File: src/rtl/pong_pkg.sv
// Shared encodings and screen constants for the Pong datapath blocks.
package pong_pkg;

  localparam logic [2:0] ST_IDLE     = 3'b000;
  localparam logic [2:0] ST_SERVE    = 3'b001;
  localparam logic [2:0] ST_PLAY     = 3'b010;
  localparam logic [2:0] ST_POINT    = 3'b011;
  localparam logic [2:0] ST_GAMEOVER = 3'b100;

  localparam int H_ACTIVE    = 640;
  localparam int V_ACTIVE    = 480;
  localparam int BALL_HOME_X = 320;
  localparam int BALL_HOME_Y = 240;

  localparam int DEF_LEFT_GOAL  = 10;
  localparam int DEF_RIGHT_GOAL = 629;

  function automatic logic [3:0] sat_inc(input logic [3:0] v);
    return (v == 4'hF) ? v : v + 4'd1;
  endfunction

endpackage

File: src/rtl/pong_game_ctrl_edge_sync.sv
// Two-flop synchronizer followed by a registered single-cycle edge pulse.
module edge_sync #(
  parameter bit FALLING = 1'b0
) (
  input  logic clk,
  input  logic reset,
  input  logic din,
  output logic pulse
);

  logic s0, s1, s1_d;

  always_ff @(posedge clk or posedge reset) begin
    if (reset) begin
      s0    <= 1'b0;
      s1    <= 1'b0;
      s1_d  <= 1'b0;
      pulse <= 1'b0;
    end else begin
      s0    <= din;
      s1    <= s0;
      s1_d  <= s1;
      pulse <= FALLING ? (s1_d & ~s1) : (s1 & ~s1_d);
    end
  end

endmodule

File: src/rtl/pong_game_ctrl.sv
// Pong match sequencer: serve / play / point / game-over FSM, frame counter, scores.
//   state    | meaning
//   IDLE     | waiting for start, ball held at home
//   SERVE    | ball held at home for SERVE_FRAMES ticks
//   PLAY     | ball moving, goals checked on each frame tick
//   POINT    | ball frozen at goal for POINT_FRAMES ticks
//   GAMEOVER | a player reached WIN_SCORE, scores held until start
module pong_game_ctrl
  import pong_pkg::*;
#(
  parameter int WIN_SCORE    = 7,
  parameter int SERVE_FRAMES = 60,
  parameter int POINT_FRAMES = 120,
  parameter int LEFT_GOAL    = DEF_LEFT_GOAL,
  parameter int RIGHT_GOAL   = DEF_RIGHT_GOAL
) (
  input  logic       clk,
  input  logic       reset,
  input  logic       vsync,
  input  logic       start,
  input  logic [9:0] ball_x,
  output logic       ball_reset,
  output logic       ball_enable,
  output logic       serve_left,
  output logic [3:0] score1,
  output logic [3:0] score2,
  output logic       game_over,
  output logic [2:0] state
);

  localparam logic [7:0] SERVE_LAST = 8'(SERVE_FRAMES - 1);
  localparam logic [7:0] POINT_LAST = 8'(POINT_FRAMES - 1);
  localparam logic [9:0] LEFT_LIM   = 10'(LEFT_GOAL);
  localparam logic [9:0] RIGHT_LIM  = 10'(RIGHT_GOAL);
  localparam logic [3:0] WIN        = 4'(WIN_SCORE);

  logic       frame_tick, start_pulse;
  logic [7:0] fcnt, fcnt_n;
  logic [2:0] state_n;
  logic [3:0] score1_n, score2_n;
  logic       serve_left_n;

  edge_sync #(.FALLING(1'b1)) u_vsync_sync (
    .clk   (clk),
    .reset (reset),
    .din   (vsync),
    .pulse (frame_tick)
  );

  edge_sync #(.FALLING(1'b0)) u_start_sync (
    .clk   (clk),
    .reset (reset),
    .din   (start),
    .pulse (start_pulse)
  );

  always_comb begin
    state_n      = state;
    fcnt_n       = fcnt;
    score1_n     = score1;
    score2_n     = score2;
    serve_left_n = serve_left;
    case (state)
      ST_IDLE, ST_GAMEOVER: begin
        // start wins over a coincident frame tick
        if (start_pulse) begin
          state_n      = ST_SERVE;
          fcnt_n       = 8'd0;
          score1_n     = 4'd0;
          score2_n     = 4'd0;
          serve_left_n = 1'b0;
        end else if (frame_tick) begin
          fcnt_n = fcnt + 8'd1;
        end
      end
      ST_SERVE: begin
        if (frame_tick) begin
          if (fcnt == SERVE_LAST) begin
            state_n = ST_PLAY;
            fcnt_n  = 8'd0;
          end else begin
            fcnt_n = fcnt + 8'd1;
          end
        end
      end
      ST_PLAY: begin
        if (frame_tick) begin
          if (ball_x < LEFT_LIM) begin
            score2_n     = sat_inc(score2);
            serve_left_n = 1'b1;
            state_n      = ST_POINT;
            fcnt_n       = 8'd0;
          end else if (ball_x > RIGHT_LIM) begin
            score1_n     = sat_inc(score1);
            serve_left_n = 1'b0;
            state_n      = ST_POINT;
            fcnt_n       = 8'd0;
          end else begin
            fcnt_n = fcnt + 8'd1;
          end
        end
      end
      ST_POINT: begin
        if (frame_tick) begin
          if (fcnt == POINT_LAST) begin
            state_n = (score1 == WIN || score2 == WIN) ? ST_GAMEOVER : ST_SERVE;
            fcnt_n  = 8'd0;
          end else begin
            fcnt_n = fcnt + 8'd1;
          end
        end
      end
      default: begin
        state_n = ST_IDLE;
        fcnt_n  = 8'd0;
      end
    endcase
  end

  // Outputs decoded from the next state so they change with the state register.
  always_ff @(posedge clk or posedge reset) begin
    if (reset) begin
      state       <= ST_IDLE;
      fcnt        <= 8'd0;
      score1      <= 4'd0;
      score2      <= 4'd0;
      serve_left  <= 1'b0;
      ball_reset  <= 1'b1;
      ball_enable <= 1'b0;
      game_over   <= 1'b0;
    end else begin
      state       <= state_n;
      fcnt        <= fcnt_n;
      score1      <= score1_n;
      score2      <= score2_n;
      serve_left  <= serve_left_n;
      ball_reset  <= (state_n == ST_IDLE) || (state_n == ST_SERVE) || (state_n == ST_GAMEOVER);
      ball_enable <= (state_n == ST_PLAY);
      game_over   <= (state_n == ST_GAMEOVER);
    end
  end

endmodule
File: config.mk
export PLATFORM = sky130hd
export DESIGN_NAME = pong_game_ctrl
export DESIGN_NICKNAME = d
export VERILOG_FILES = /design/src/rtl/pong_pkg.sv /design/src/rtl/pong_game_ctrl_edge_sync.sv /design/src/rtl/pong_game_ctrl.sv
export SDC_FILE = /design/constraint.sdc
export NUM_CORES = 1
export LEC_CHECK = 0
export CORE_MARGIN = 5
export CORE_UTILIZATION = 53
export DETAILED_ROUTE_END_ITERATION = 10
export GPL_TIMING_DRIVEN = 0
export PLACE_DENSITY_LB_ADDON = 0.1
export SLEW_MARGIN = 5
export SYNTH_ARGS = -nofsm -noshare
export SYNTH_HDL_FRONTEND = slang
export SYNTH_SLANG_ARGS = --single-unit
File: constraint.sdc
create_clock -name clk -period 5.1 [get_ports clk]
set_clock_uncertainty 0.2 [all_clocks]
set_input_delay 1.275 -clock clk [delete_from_list [all_inputs] [get_ports clk]]
set_output_delay 1.275 -clock clk [all_outputs]
set_load 0.01 [all_outputs]
==> results.md, run 1 <==
| Item | Value | Unit |
| --- | --- | --- |
| Transition time at the pin with the least slew margin | 1.06 | ns |
| CTS buffer count | 5 | - |
| Post-Synthesis Mean Instance Area | 10.3 | sq um |
| Initial drt markers | 61 | - |
| Crit path buf inv count | 1 | - |
| Fill count | 226 | - |
| Remaining DRCs | 0 | - |
| Total Wirelength | 3620 | um |
| Leak pwr | 0.833 | nW |
| Count of vias placed by the detailed router | 1330 | - |
| Maximum fanout along the worst path | 7 | - |
| Switching Share | 31.1 | % |
| Count of buffers added by post-CTS timing repair for setup | 0 | - |
| Number of warnings issued by yosys | 0 | - |
| Post-cts repair resize count | 0 | - |
| Die X | 64.8 | um |
| Post-DP HPWL | 2620 | um |
| Max-cap viol count | 0 | - |
| Critical path type | in2reg | - |
| Std cell rows | 19 | - |
| TritonCTS clock tree | yes | - |
| Hold-fix buffer count after cts | 0 | - |
| Number of hold-slack violations in the final timing report | 0 | - |
| Startpoint kind of the worst setup timing path | primary input | - |
| Total power | 0.000767 | W |
| Remaining global-route overflow | 0 | - |
| Primary FF master, synth | dfrtp_1 | - |
| Sequential share of the synthesized area | 48.8 | % |
| Total number of nets in the final design | 206 | - |
| Share of final-layout standard cells stronger than drive strength 1 | 12.6 | % |
| Number of distinct library cells after synthesis | 44 | - |
| Y dimension of the die | 64.8 | um |
| Time the final worst path needs with I/O delays and setup | 3.11 | ns |
| Unrepaired setup endpoints after global routing | false | - |
| Most frequent cells after synthesis | dfrtp_1 (30), nand2_1 (17), a21oi_1 (11) | - |
| H-Tree Level Count | 2 | - |
| Max Clock Freq | 321 | MHz |
| Seq cells post-synth | 31 | - |
| Netlist Area Pre-Place | 0.00159 | sq mm |
| Later-pin clock latency in the skew report | 0.32 | ns |
| Antenna violations before repair | 0 | - |
| Number of global-route vias before repair | 1288 | - |
| Asr flop ratio synth | 100 | % |
| Dominant cell by count in the synthesized netlist | dfrtp_1 | - |
| Detailed-route vias per instance | 6.02 | - |
| Crit-path slowest cell | clkdlybuf4s50_1 | - |
| Post-synth EDFFs | 0 | - |
| Residual antenna-violating net count after detailed routing | 0 | - |
| Top cells by area in the synthesized netlist | dfrtp_1 (47%), nand2_1 (4.0%), a21oi_1 (3.5%) | - |
| Final Setup Violations | 0 | - |
| Final critical-path share of the clock period | 61.0 | % |
| Root cell of the clock tree | clkbuf_4 | - |
| Slew Limit Headroom | 28.8 | % |
| Pin count of the biggest net entering global routing | 32 | - |
| TritonCTS sink count | 31 | - |
| Sort of element at the end of the critical path | flop | - |
| Reg2reg path depth | 6 | - |
| Die Outline Area | 0.00420 | sq mm |
| Worst Hold Depth | 0 | - |
| GPL Wtd Cong | 0.872 | - |
| Final antenna diode count | 0 | - |
| Maximum ir drop on the vdd rail | 0.269 | mV |
| Post-Synthesis Cells | 155 | - |
| Relative contribution of the clock network to total power | 31.7 | % |
| CTS clk-pin slew, worst paths | 0.11 | ns |
| Post-DR wirelength/cell | 16.4 | um |
| Depth of the critical timing path with buffers and inverters included | 6 | - |
| Worst-case clock buffer depth | 2 | - |
| Effective utilization at floorplan | 56.3 | % |
| Path type of the worst min-delay path | reg2reg | - |
| Worst path arrival time | 3.10 | ns |
| Maximum cell stage delay along the critical path | 0.45 | ns |
| Net load switching power | 0.000239 | W |
| Result of the run | finished, final reports clean | - |
| First-pass GRT wire length | 5890 | um |
| Global-route usage over all layers | 18.2 | % |
| Number of port buffers | 27 | - |
| Layout overhead on the synthesized area | 26.0 | % |
| Hold_ws | 0.167 | ns |
| Syn_nets | 172 | - |
| Fraction of power consumed by sequential logic | 43.2 | % |
| Total I/O pin count | 29 | - |
| Combinational Power Share | 25.1 | % |
| Cell-internal power | 0.000528 | W |
| Power density normalized to cell area | 382 | mW/mm^2 |
| Number of pins exceeding their max-slew limit in the final report | 0 | - |
| Share of the synthesized area in the top cell type | 47.2 | % |
| Total Negative Setup Slacks | 0 | ns |
| Largest area contributor in the synthesized netlist | dfrtp_1 | - |
| Dominant delay contributor by cell family on the critical path | simple AND/OR/NAND/NOR gates | - |
| Endpoint required time on the critical path | 5.09 | ns |
| Series of cell instances along the critical path | clkdlybuf4s50_1 -> nor4_1 -> and3_1 -> nor2_1 -> a221oi_4 -> a211oi_1 | - |
| Count of TritonRoute iterations in the first routing pass | 4 | - |
| Core Box Area | 0.00283 | sq mm |
==> metal layers <==
metal  wire length (um)  share of wire (%)  GRT usage [%]
met3                207                5.7           6.74
met1               1550                 43           22.1
met4                 64                1.8           6.86
met5                  0                  0              0
met2               1790                 50           29.6
==> worst reg2reg max path, stage by stage (launching register included) <==
cell and delay (ns):
dfrtp_1 0.40, ha_1 0.21, and2_1 0.23, nand3_1 0.14, a31o_1 0.26, a221oi_4 0.35, a211oi_1 0.16
==> metrics by stage <==
step | util (%) | instances | cell area (sq um) | setup slack (ns)
final | 70.9 | 221 | 2010 | 1.99
after global routing | 70.9 | 221 | 2010 | 1.93
after CTS | 70.9 | 221 | 2010 | 2.05
after detailed placement | 67.2 | 213 | 1900 | 1.75
after global placement | 67.2 | 213 | 1900 | 1.83
after floorplan | - | 155 | 1590 | 2.43
==> power groups by stage <==
stage	logic, W	clock network (W)	registers [W]
3_3_place_gp	0.000182	0	0.000332
2_1_floorplan	0.000134	0	0.000328
3_5_place_dp	0.000190	0	0.000335
4_1_cts	0.000192	0.000245	0.000331
5_1_grt	0.000210	0.000263	0.000339
6_report	0.000193	0.000243	0.000331
==> flip-flops by register name, summed over array words and instances, names as in the netlist, 3 cells and up <==
signal,count
state,3
score2,4
fcnt,8
score1,4
==> worst paths after layout <==
kind | slack, ns | startpoint | endpoint
worst max-delay path | 1.99 | ball_x[9] | fcnt[7]$_DFFE_PP0P_
worst min-delay path | 0.17 | u_start_sync.s0$_DFF_PP0_ | u_start_sync.s1$_DFF_PP0_
worst max register to register | 3.03 | fcnt[1]$_DFFE_PP0P_ | fcnt[7]$_DFFE_PP0P_
worst min register to register | 0.17 | u_start_sync.s0$_DFF_PP0_ | u_start_sync.s1$_DFF_PP0_
max in group asynchronous | 3.02 | reset | score2[2]$_DFFE_PP0P_
min in group asynchronous | 1.20 | reset | fcnt[2]$_DFFE_PP0P_
==> cell type report <==
cell class	count	area [sq um]	share of cell area [%]
repair buffers	27	270	13.5
flip-flops and latches	31	777	38.7
multi-input cells	115	771	38.4
plain buffers	3	21.3	1.06
well taps	31	38.8	1.93
clock inverters	3	67.6	3.37
inverters	6	22.5	1.12
clock buffers	5	37.5	1.87
==> cells in the final DEF (no fill, tap or decap), types with 3 or more instances in the layout <==
cell type,Yosys,layout
dfrtp_1,30,30
clkdlybuf4s50_1,0,27
nand2_1,17,17
a21oi_1,11,11
o21ai_0,10,10
nor2_1,7,7
and3_1,5,5
inv_1,6,5
nand4_1,5,5
nand3_1,5,5
nor3_1,5,5
xor2_1,5,5
clkbuf_4,0,5
o21ai_1,4,4
nor2b_1,3,3
o21a_1,3,3
ha_1,3,3
==> cell families (layout without fill, tap and decap cells) <==
| family | Yosys count | in the layout | share of synthesized area [%] |
|---|---|---|---|
| buffers and inverters | 9 | 44 | 2.75 |
| DFF | 31 | 31 | 48.8 |
| and+or+nand+nor | 65 | 65 | 24.8 |
| adders and majority gates | 3 | 3 | 2.36 |
| AOI/OAI and AO/OA | 42 | 42 | 18.6 |
| xor gates and xnor gates | 5 | 5 | 2.75 |
(Power assumes the default switching activity.)
==> run 2: changes to the inputs <==
--- a/config.mk
+++ b/config.mk
@@ -6,7 +6,7 @@
 export NUM_CORES = 1
 export LEC_CHECK = 0
 export CORE_MARGIN = 5
-export CORE_UTILIZATION = 53
+export CORE_UTILIZATION = 46
 export DETAILED_ROUTE_END_ITERATION = 10
 export GPL_TIMING_DRIVEN = 0
 export PLACE_DENSITY_LB_ADDON = 0.1
==> constraint.sdc (replaced) <==
create_clock -name clk -period 2.52 [get_ports clk]
set_clock_uncertainty 0.2 [all_clocks]
set_input_delay 0.63 -clock clk [delete_from_list [all_inputs] [get_ports clk]]
set_output_delay 0.63 -clock clk [all_outputs]
set_load 0.01 [all_outputs]
==> run 2 against run 1 <==
Against the previous run:
- critical path depth stayed put
- cell count increased by 6.8%
- first-iteration DRC count is 56% higher
- critical path type unchanged
- critical endpoint is now fcnt[2]$_DFFE_PP0P_
- largest power group unchanged
==> results.md, run 2 (synthesized netlist as in run 1, its figures left out) <==
| Item | Value | Unit | vs previous |
| --- | --- | --- | --- |
| Result of the run | finished, final reports clean | - |  |
| Crit path buf inv count | 1 | - | unchanged |
| Count of buffers added by post-CTS timing repair for setup | 0 | - | unchanged |
| Sort of element at the end of the critical path | flop | - |  |
| Global-route usage over all layers | 17.2 | % | -1.0 points |
| Post-cts repair resize count | 0 | - | unchanged |
| Time the final worst path needs with I/O delays and setup | 2.35 | ns |  |
| Die Outline Area | 0.00474 | sq mm | +13% |
| Final Setup Violations | 0 | - | unchanged |
| Series of cell instances along the critical path | clkdlybuf4s50_1 -> nor4_1 -> and3_1 -> nor2_1 -> a2111oi_0 -> nor3_1 | - |  |
| Antenna violations before repair | 0 | - | unchanged |
| Largest regs | fcnt (8), score1 (4), score2 (4) | - |  |
| Detailed-route vias per instance | 5.60 | - | -6.9% |
| Max-cap viol count | 0 | - | unchanged |
| CTS buffer count | 5 | - | unchanged |
| Worst-case clock buffer depth | 2 | - | unchanged |
| Share of final-layout standard cells stronger than drive strength 1 | 12.1 | % | -0.53 points |
| Post-DR wirelength/cell | 14.3 | um | -13% |
| Effective utilization at floorplan | 47.7 | % | -8.6 points |
| Remaining global-route overflow | 0 | - | unchanged |
| Maximum cell stage delay along the critical path | 0.47 | ns | +0.02 ns |
| Slew Limit Headroom | 29.4 | % | +0.53 points |
| Maximum fanout along the worst path | 5 | - | -2 |
| Post-DP HPWL | 2530 | um | -3.6% |
| Hold-fix buffer count after cts | 0 | - | unchanged |
| Cell-internal power | 0.00107 | W | +100% |
| Y dimension of the die | 68.8 | um | +6.2% |
| Net load switching power | 0.000469 | W | +97% |
| Crit-path slowest cell | a2111oi_0 | - |  |
| Root cell of the clock tree | clkbuf_4 | - |  |
| Residual antenna-violating net count after detailed routing | 0 | - | unchanged |
| Total Wirelength | 3360 | um | -7.1% |
| First-pass GRT wire length | 5940 | um | +0.93% |
| FF-to-FF Start | state[0]$_DFF_PP0_ | - |  |
| Pin count of the biggest net entering global routing | 32 | - | unchanged |
| Startpoint kind of the worst setup timing path | primary input | - |  |
| Die X | 68.8 | um | +6.2% |
| Leak pwr | 0.834 | nW | +0.12% |
| Number of port buffers | 27 | - | unchanged |
| Switching Share | 30.5 | % | -0.62 points |
| Register area | 777 | sq um | unchanged |
| H-Tree Level Count | 2 | - | unchanged |
| Remaining DRCs | 0 | - | unchanged |
| Core Box Area | 0.00334 | sq mm | +18% |
| Transition time at the pin with the least slew margin | 1.05 | ns | -0.00796 ns |
| Largest reg by FF count | fcnt | - |  |
| Dominant delay contributor by cell family on the critical path | simple AND/OR/NAND/NOR gates | - |  |
| Fill count | 322 | - | +42% |
| Post-route cell area | 0.00202 | sq mm | +0.75% |
| Count of TritonRoute iterations in the first routing pass | 4 | - | unchanged |
| Flip-flop count of the largest register after layout | 8 | - | unchanged |
| Std cell rows | 21 | - | +2 |
| Max Clock Freq | 426 | MHz |  |
| Post-route core utilization | 60.6 | % | -10 points |
| Endpoint required time on the critical path | 2.54 | ns | -2.55 ns |
| Later-pin clock latency in the skew report | 0.34 | ns | +0.02 ns |
| R2R Path End | fcnt[2]$_DFFE_PP0P_ | - |  |
| Area taken by multi-input logic gates | 771 | sq um | unchanged |
| GPL Wtd Cong | 0.845 | - | -3.1% |
| Hold_ws | 0.161 | ns | -0.00608 ns |
| TritonCTS sink count | 31 | - | unchanged |
| Worst path arrival time | 2.36 | ns | -0.74 ns |
| Placed instance area | 0.00192 | sq mm | +0.99% |
| Initial drt markers | 95 | - | +56% |
| Total I/O pin count | 29 | - | unchanged |
| Maximum ir drop on the vdd rail | 0.332 | mV | +23% |
| CTS clk-pin slew, worst paths | 0.10 | ns | about the same |
| Count of vias placed by the detailed router | 1322 | - | -0.60% |
| Combinational Power Share | 24.7 | % | -0.4 points |
| Path type of the worst min-delay path | reg2reg | - |  |
| Layout overhead on the synthesized area | 27.0 | % |  |
| Final antenna diode count | 0 | - | unchanged |
| Unrepaired setup endpoints after global routing | false | - |  |
| Critical path type | in2reg | - |  |
| Commonest non-fill, non-tap cell in the layout | dfrtp_1 | - |  |
| Worst Hold Depth | 0 | - | unchanged |
| Relative contribution of the clock network to total power | 31.6 | % | about the same |
| Number of hold-slack violations in the final timing report | 0 | - | unchanged |
| Total number of nets in the final design | 206 | - | unchanged |
| R2R setup slack | 0.37 | ns | -2.66 ns |
| Fraction of power consumed by sequential logic | 43.7 | % | +0.5 points |
| Number of pins exceeding their max-slew limit in the final report | 0 | - | unchanged |
| Power density normalized to cell area | 761 | mW/mm^2 | +99% |
| Final critical-path share of the clock period | 93.2 | % |  |
| Reg2reg path depth | 5 | - | -1 |
| Most frequent cells in the layout | dfrtp_1 (30), clkdlybuf4s50_1 (27), nand2_1 (17) | - |  |
| Hold Crit Start | u_vsync_sync.s0$_DFF_PP0_ | - |  |
| TritonCTS clock tree | yes | - |  |
| End point of the most critical hold path | u_vsync_sync.s1$_DFF_PP0_ | - |  |
| Number of global-route vias before repair | 1324 | - | +2.8% |
-- run 2: cell types whose count changed in the layout (fill, tap and decap cells not counted), sizes merged --
cell,before,now
clkbuf,5,6
clkinvlp,1,0
-- run 2: worst reg2reg max path, delay by kind of cell, from the launching register on --
| family | cells | cell delay, ns |
|---|---|---|
| simple gates | 3 | 0.77 |
| compound gates | 1 | 0.46 |
| flops | 1 | 0.39 |
| buf+inv | 1 | 0.20 |
-- run 2: routing by layer --
| layer | track usage (%) | share of wire [%] |
|---|---|---|
| met2 | 27.9 | 48 |
| met4 | 8.03 | 1.7 |
| met1 | 21.0 | 43 |
| met3 | 4.86 | 6.5 |
| met5 | 0 | 0 |
-- run 2: power by group through the flow --
stage               Combinational, W  Sequential (W)  Clock, W
finish                      0.000380        0.000672  0.000486
global route                0.000427        0.000686  0.000508
CTS                         0.000381        0.000672  0.000489
detailed placement          0.000381        0.000682         0
global placement            0.000371        0.000673         0
floorplan                   0.000270        0.000664         0
-- run 2: worst max-delay path by stage --
stage / start / endpoint / slack (ns) / cells after the start
2_1_floorplan: ball_x[9] / fcnt[2]$_DFFE_PP0P_ / 0.49 / 5
3_3_place_gp: ball_x[9] / fcnt[2]$_DFFE_PP0P_ / -0.13 / 6
3_5_place_dp: ball_x[9] / fcnt[2]$_DFFE_PP0P_ / -0.15 / 6
4_1_cts: ball_x[9] / fcnt[2]$_DFFE_PP0P_ / 0.18 / 6
5_1_grt: ball_x[9] / fcnt[2]$_DFFE_PP0P_ / 0.01 / 6
6_report: ball_x[9] / fcnt[2]$_DFFE_PP0P_ / 0.17 / 6
-- run 2: cell type report --
type	instances	share of cell area, %
inverter	6	1.11
buffer	3	1.05
tap	46	2.85
clock inverter	2	2.97
sequential	31	38.5
multi-input combinational	115	38.1
clock buffer	6	2.04
timing repair buffer	27	13.4
-- run 2: metrics by stage --
step                power, W  TNS [ns]  worst slack, ns  instances
floorplan           0.000934         0            0.495        155
global placement     0.00104    -0.635           -0.132        228
detailed placement   0.00106     -1.07           -0.155        228
CTS                  0.00154         0            0.185        236
global route         0.00162         0           0.0121        236
finish               0.00154         0            0.172        236
